## config.mk

```make
export PLATFORM = sky130hd
export DESIGN_NAME = logic_part
export DESIGN_NICKNAME = d
export VERILOG_FILES = /design/src/rtl/logic_part.sv
export SDC_FILE = /design/constraint.sdc
export NUM_CORES = 1
export LEC_CHECK = 0
export CAP_MARGIN = 20
export CORE_MARGIN = 2
export CORE_UTILIZATION = 44
export DETAILED_ROUTE_END_ITERATION = 10
export PLACE_DENSITY = 0.75
export SLEW_MARGIN = 20
export SYNTH_ARGS = -nofsm -noshare
export SYNTH_HDL_FRONTEND = slang
export SYNTH_SLANG_ARGS = --single-unit
```

## constraint.sdc

```tcl
create_clock -name clk -period 0.8 [get_ports clk]
set_clock_uncertainty 0.1 [all_clocks]
set_input_delay 0.16 -clock clk [delete_from_list [all_inputs] [get_ports clk]]
set_output_delay 0.16 -clock clk [all_outputs]
set_load 0.05 [all_outputs]
```

## src/rtl/logic_part.sv

```systemverilog
// Registered bitwise logic slice of the ALU (AND/OR/XOR/NOR) with valid strobe and opcode error.
// Optional zero/negative status flags are built when LOGIC_PART_FLAGS_EN is defined.
module logic_part #(
  parameter int unsigned WIDTH = 32
) (
  input  logic             clk,
  input  logic             rst_n,
  input  logic             in_valid,
  input  logic [WIDTH-1:0] a,
  input  logic [WIDTH-1:0] b,
  input  logic [3:0]       ALUop,
  output logic [WIDTH-1:0] result,
  output logic             out_valid,
  output logic             op_err
`ifdef LOGIC_PART_FLAGS_EN
  ,
  output logic             zero,
  output logic             negative
`endif
);

  typedef enum logic [3:0] {
    OP_AND = 4'b0100,
    OP_OR  = 4'b0101,
    OP_XOR = 4'b0110,
    OP_NOR = 4'b0111
  } logic_op_t;

  logic [WIDTH-1:0] next_result;
  logic             next_err;

  always_comb begin
    next_result = '0;
    next_err    = 1'b0;
    case (ALUop)
      OP_AND:  next_result = a & b;
      OP_OR:   next_result = a | b;
      OP_XOR:  next_result = a ^ b;
      OP_NOR:  next_result = ~(a | b);
      default: next_err    = 1'b1;
    endcase
  end

  always_ff @(posedge clk or negedge rst_n) begin
    if (!rst_n) begin
      result    <= '0;
      out_valid <= 1'b0;
      op_err    <= 1'b0;
    end else begin
      out_valid <= in_valid;
      if (in_valid) begin
        result <= next_result;
        op_err <= next_err;
      end
    end
  end

`ifdef LOGIC_PART_FLAGS_EN
  // Flags are derived from next_result so they track the register exactly.
  always_ff @(posedge clk or negedge rst_n) begin
    if (!rst_n) begin
      zero     <= 1'b1;
      negative <= 1'b0;
    end else if (in_valid) begin
      zero     <= (next_result == '0);
      negative <= next_result[WIDTH-1];
    end
  end
`endif

endmodule

```

---- Yosys cells after proc, flatten, opt, wreduce, memory -nomap -nowiden ----
Cells that the tools add are included.
Widths: inputs -> output; s select.
storage, ports and cells
  flip-flop bits (word level) ............. 34
  input bits .............................. 71
  output and inout port bits .............. 34
cells by class
  equality and inequality tests ........... 4
  mux-type cells .......................... 2
  bitwise gates (word level) .............. 4
  reductions and logical operators ........ 1
operators by type and width
  operator            number
  $pmux 32 s4         1
  $and 32x32->32      1
  $not 32->32         1
  $or 32x32->32       1
  $xor 32x32->32      1
  $eq 4x3->1 const B  4
  $reduce_or 4->1     1
  $mux 1              1

---- Longest topological paths before layout ----
  depth in word-level cells ............... 3
  depth in mapped cells ................... 6
  gate-level depth less buffers ........... 5

---- Worst setup path after synthesis ----
OpenSTA, ideal clock, no wires.
  path kind ............................... register to register
  from .................................... register, netlist name result[20]
  to ...................................... register result[20]
  arrival ................................. 0.929 ns
  required time ........................... 0.576 ns
  setup slack ............................. -0.353 ns
  cell stages (with the launch flop) ...... 4
  buffers on the path ..................... 0
  clock period less this slack ............ 1.153 ns
  path through ............................ dfrtp_1 and2b_1 a21oi_1 nand2_1
RTL lines
  element               line  source
  end signal, assigned  52    result <= next_result;
  end, declared         12    output logic [WIDTH-1:0] result,

---- Worst setup path after layout ----
  from .................................... register result[7]
  to ...................................... output port result[7]
No word-level cell between the ends.

==> impl_metrics.tcl <==
set metrics [dict create \
    root_buffer "clkbuf_8" \
    synth_edf_count 0 \
    comb_power_share_pct 45.3 \
    crit_end "result[7]" \
    whs_ns -0.05350 \
    core_mm2 0.008093 \
    die_h_um 94.84 \
    cp-startpoint "result[7]$_DFFE_PN0P_" \
    grt_pass1_wl_mm 15.53 \
    synth_top_area_share_pct 23.43 \
    drt-total-wl_mm 9.380 \
    worstReg2RegStart "result[31]$_DFFE_PN0P_" \
    cts_sinks 34 \
    grt_use_met1_pct 23.34 \
    clk_latency_ns 0.29 \
    critPathKind "flop to output pin" \
    postCtsHoldBufs 1 \
    r2r_slack_ns -0.24 \
    power_density_mw_per_mm2 1051 \
    crit_required_ns 0.54 \
    grt_usage_pct 22.30 \
    ys_types 23 \
    grt_setup_unrepaired "true" \
    cp-start-kind "flop" \
    p_leak_nw 2.944 \
    vdd_ir_drop_max_uv 636.8 \
    detail_route.wl_per_cell_um 14.98 \
    power_switching_mw 2.111 \
    min_period_over_period_pct 152.1 \
    slew_violations 0 \
    via_per_inst 4.923 \
    clkSlewWorstSetupHoldPaths_ns 0.07 \
    grt.busiest_layer "met2" \
    fmax_mhz 822.1 \
    p_int_mw 4.056 \
    detailroute.via_count 3082 \
    layout.nets 655 \
    critical-path-top-delay-family "flip-flops" \
    crit_buf_inv 2 \
    avgSynthCellArea_um2 9.431 \
    worstPathCellList "buf_6 -> buf_12" \
    grt_max_degree 35 \
    row_count 33 \
    h-tree-depth 2 \
    status "complete, but fails checks" \
    cp.depth 2 \
    dp_hpwl_mm 6.348 \
    r2r_cells 4 \
    die_w_um 94.84 \
    first_iter_violations 48 \
    ys_ff_latch 34 \
    violations "negative hold slack, negative setup slack" \
    holdCritPathClass "input pin to flop" \
    slew_headroom_pct 80.44 \
    use_met2_pct 44.68 \
    cts_tree "built" \
    gr-usage-met3_pct 3.432 \
    drc 0 \
    cts_buffer_depth 2 \
    antenna_found_initial 0 \
    synth_nets 520 \
    clockPowerShare_pct 22.4 \
    crit_fanout 2 \
    layout_commonest_cell "nand2_1" \
    fillCellCount 611 \
    gp_congestion 0.8087 \
    io_pins 105 \
    antenna_left 0 \
    worst_slack_ns -0.4164 \
    dieArea_mm2 0.008995 \
    syn_area_mm2 0.003631 \
    dpl_worst_slack_ns -0.8927 \
    layout_common_cells "58 x nand2_1, 56 x buf_2, 55 x inv_2" \
    grt_pass1_vias 3382 \
    area_delta_synth_final_pct 61.54 \
    finalHoldViolations 1 \
    tightest_slew_ns 0.2934 \
    firstDrtPassIters 4 \
    setup_viol 66 \
    reg2reg_to "result[31]$_DFFE_PN0P_" \
    cp.arrival_ns 0.96 \
    syn_inst 385 \
    max_cap_violations 0 \
    switching_share_pct 34.23 \
    synth_area_leaders "dfrtp_1 23%, ha_1 22%, mux2_4 12%, a21oi_2 7.2%, inv_1 6.7%" \
    yosysWarnings 0 \
    initial_utilization_pct 44.87 \
    drive_above_1_share_pct 66.99 \
    io_buffers 104 \
    cpPeakStageDelay_ns 0.41 \
    endpoint_kind "output pin" \
    yosysSeqAreaShare_pct 23.43 \
    synth_top_area_cell "dfrtp_1" \
    async_reset_ff_share_pct 100.0 \
    antenna_cells 0 \
    slowest_stage "dfrtp_2" \
    timing.final.crit_period_ns 1.216 \
    seqPwrFrac_pct 32.3 \
    cts_inserted_buffers 5 \
    grt_overflow 0 \
    ys_dominant_reg_cell "dfrtp_1" \
]
==> Yosys cell counts (2+ instances only) <==
| library cell | number |
|---|---|
| buf_2 | 7 |
| nand2_1 | 59 |
| mux2_2 | 2 |
| and2b_1 | 18 |
| ha_1 | 64 |
| clkbuf_1 | 2 |
| buf_6 | 3 |
| buf_12 | 6 |
| dfrtp_1 | 34 |
| mux2_4 | 30 |
| buf_4 | 3 |
| o211ai_1 | 27 |
| nor2b_1 | 23 |
| inv_1 | 65 |
| a21oi_2 | 30 |
| o21ai_0 | 5 |
==> cells by family after synthesis <==
group | Yosys count | share of synthesized area, %
flip-flops | 34 | 23.43
AO/OA/AOI/OAI | 64 | 13.82
adder cells (fa/ha/maj) | 64 | 22.05
AND/OR/NAND/NOR | 105 | 14.92
buffers and inverters | 86 | 12.75
multiplexers | 32 | 13.03
==> through the flow <==
stage               cells  TNS, ns  cell area [um2]  util (%)  power (mW)
floorplan             385   -9.174             3705         -       3.328
global placement      603   -27.83             5296     65.45       4.498
detailed placement    603   -28.86             5296     65.45       4.588
CTS                   625   -16.41             5831     72.05       6.164
global route          626   -18.35             5866     72.48       6.483
finish                626   -16.32             5866     72.48       6.167
==> power by group through the flow <==
| stage | Clock [mW] | Combinational, mW | Sequential [mW] |
|---|---|---|---|
| global route | 1.47 | 3.00 | 2.01 |
| global placement | 0 | 2.48 | 2.02 |
| CTS | 1.39 | 2.78 | 1.99 |
| finish | 1.38 | 2.80 | 1.99 |
| floorplan | 0 | 0.961 | 2.37 |
| detailed placement | 0 | 2.56 | 2.02 |
==> worst register-to-register path: stages (launching register included) <==
cell	delay [ns]
dfrtp_2	0.44
buf_6	0.12
nor2b_4	0.11
a21oi_2	0.09
nand2_1	0.06
==> area by class of cell <==
class	instances	area, um2	area share, %
repair buffers	149	1784	30.42
multi-input cells	265	2719	46.35
flip-flops and latches	34	893.4	15.23
inverters	65	246.5	4.202
well taps	105	131.4	2.240
clock buffers	7	86.33	1.472
clock inverters	1	5.005	0.08532
==> metal layers <==
layer  vias to the layer above  share of wire [%]
li1                       1524                  -
met1                      1485                 38
met2                        61                 57
met3                        12                3.3
met4                         0                1.5
met5                         -                  0
==> sequential cells by signal, indices dropped and copies added, names as in the netlist <==
signal     cells
op_err         1
result        32
out_valid      1
==> worst min-delay path by stage <==
stage,start,end,slack (ns),cells after the start
2_1_floorplan,rst_n,op_err$_DFFE_PN0P_,-0.24,0
3_3_place_gp,rst_n,result[24]$_DFFE_PN0P_,0.04,2
3_5_place_dp,rst_n,result[24]$_DFFE_PN0P_,0.04,2
4_1_cts,ALUop[2],op_err$_DFFE_PN0P_,-0.05,2
5_1_grt,ALUop[2],op_err$_DFFE_PN0P_,-0.04,2
6_report,ALUop[2],op_err$_DFFE_PN0P_,-0.05,2
==> what timing repair did <==
item / 4_1_cts / 5_1_grt
hold endpoints to repair: 35 / 1
endpoints found under the setup margin: 68 / 67
gates cloned: 8 / 0
pin swaps: 46 / 5
setup buffers: 5 / 2
gates resized for setup: 366 / 12
No activity file was read; power rests on OpenSTA's default activity.
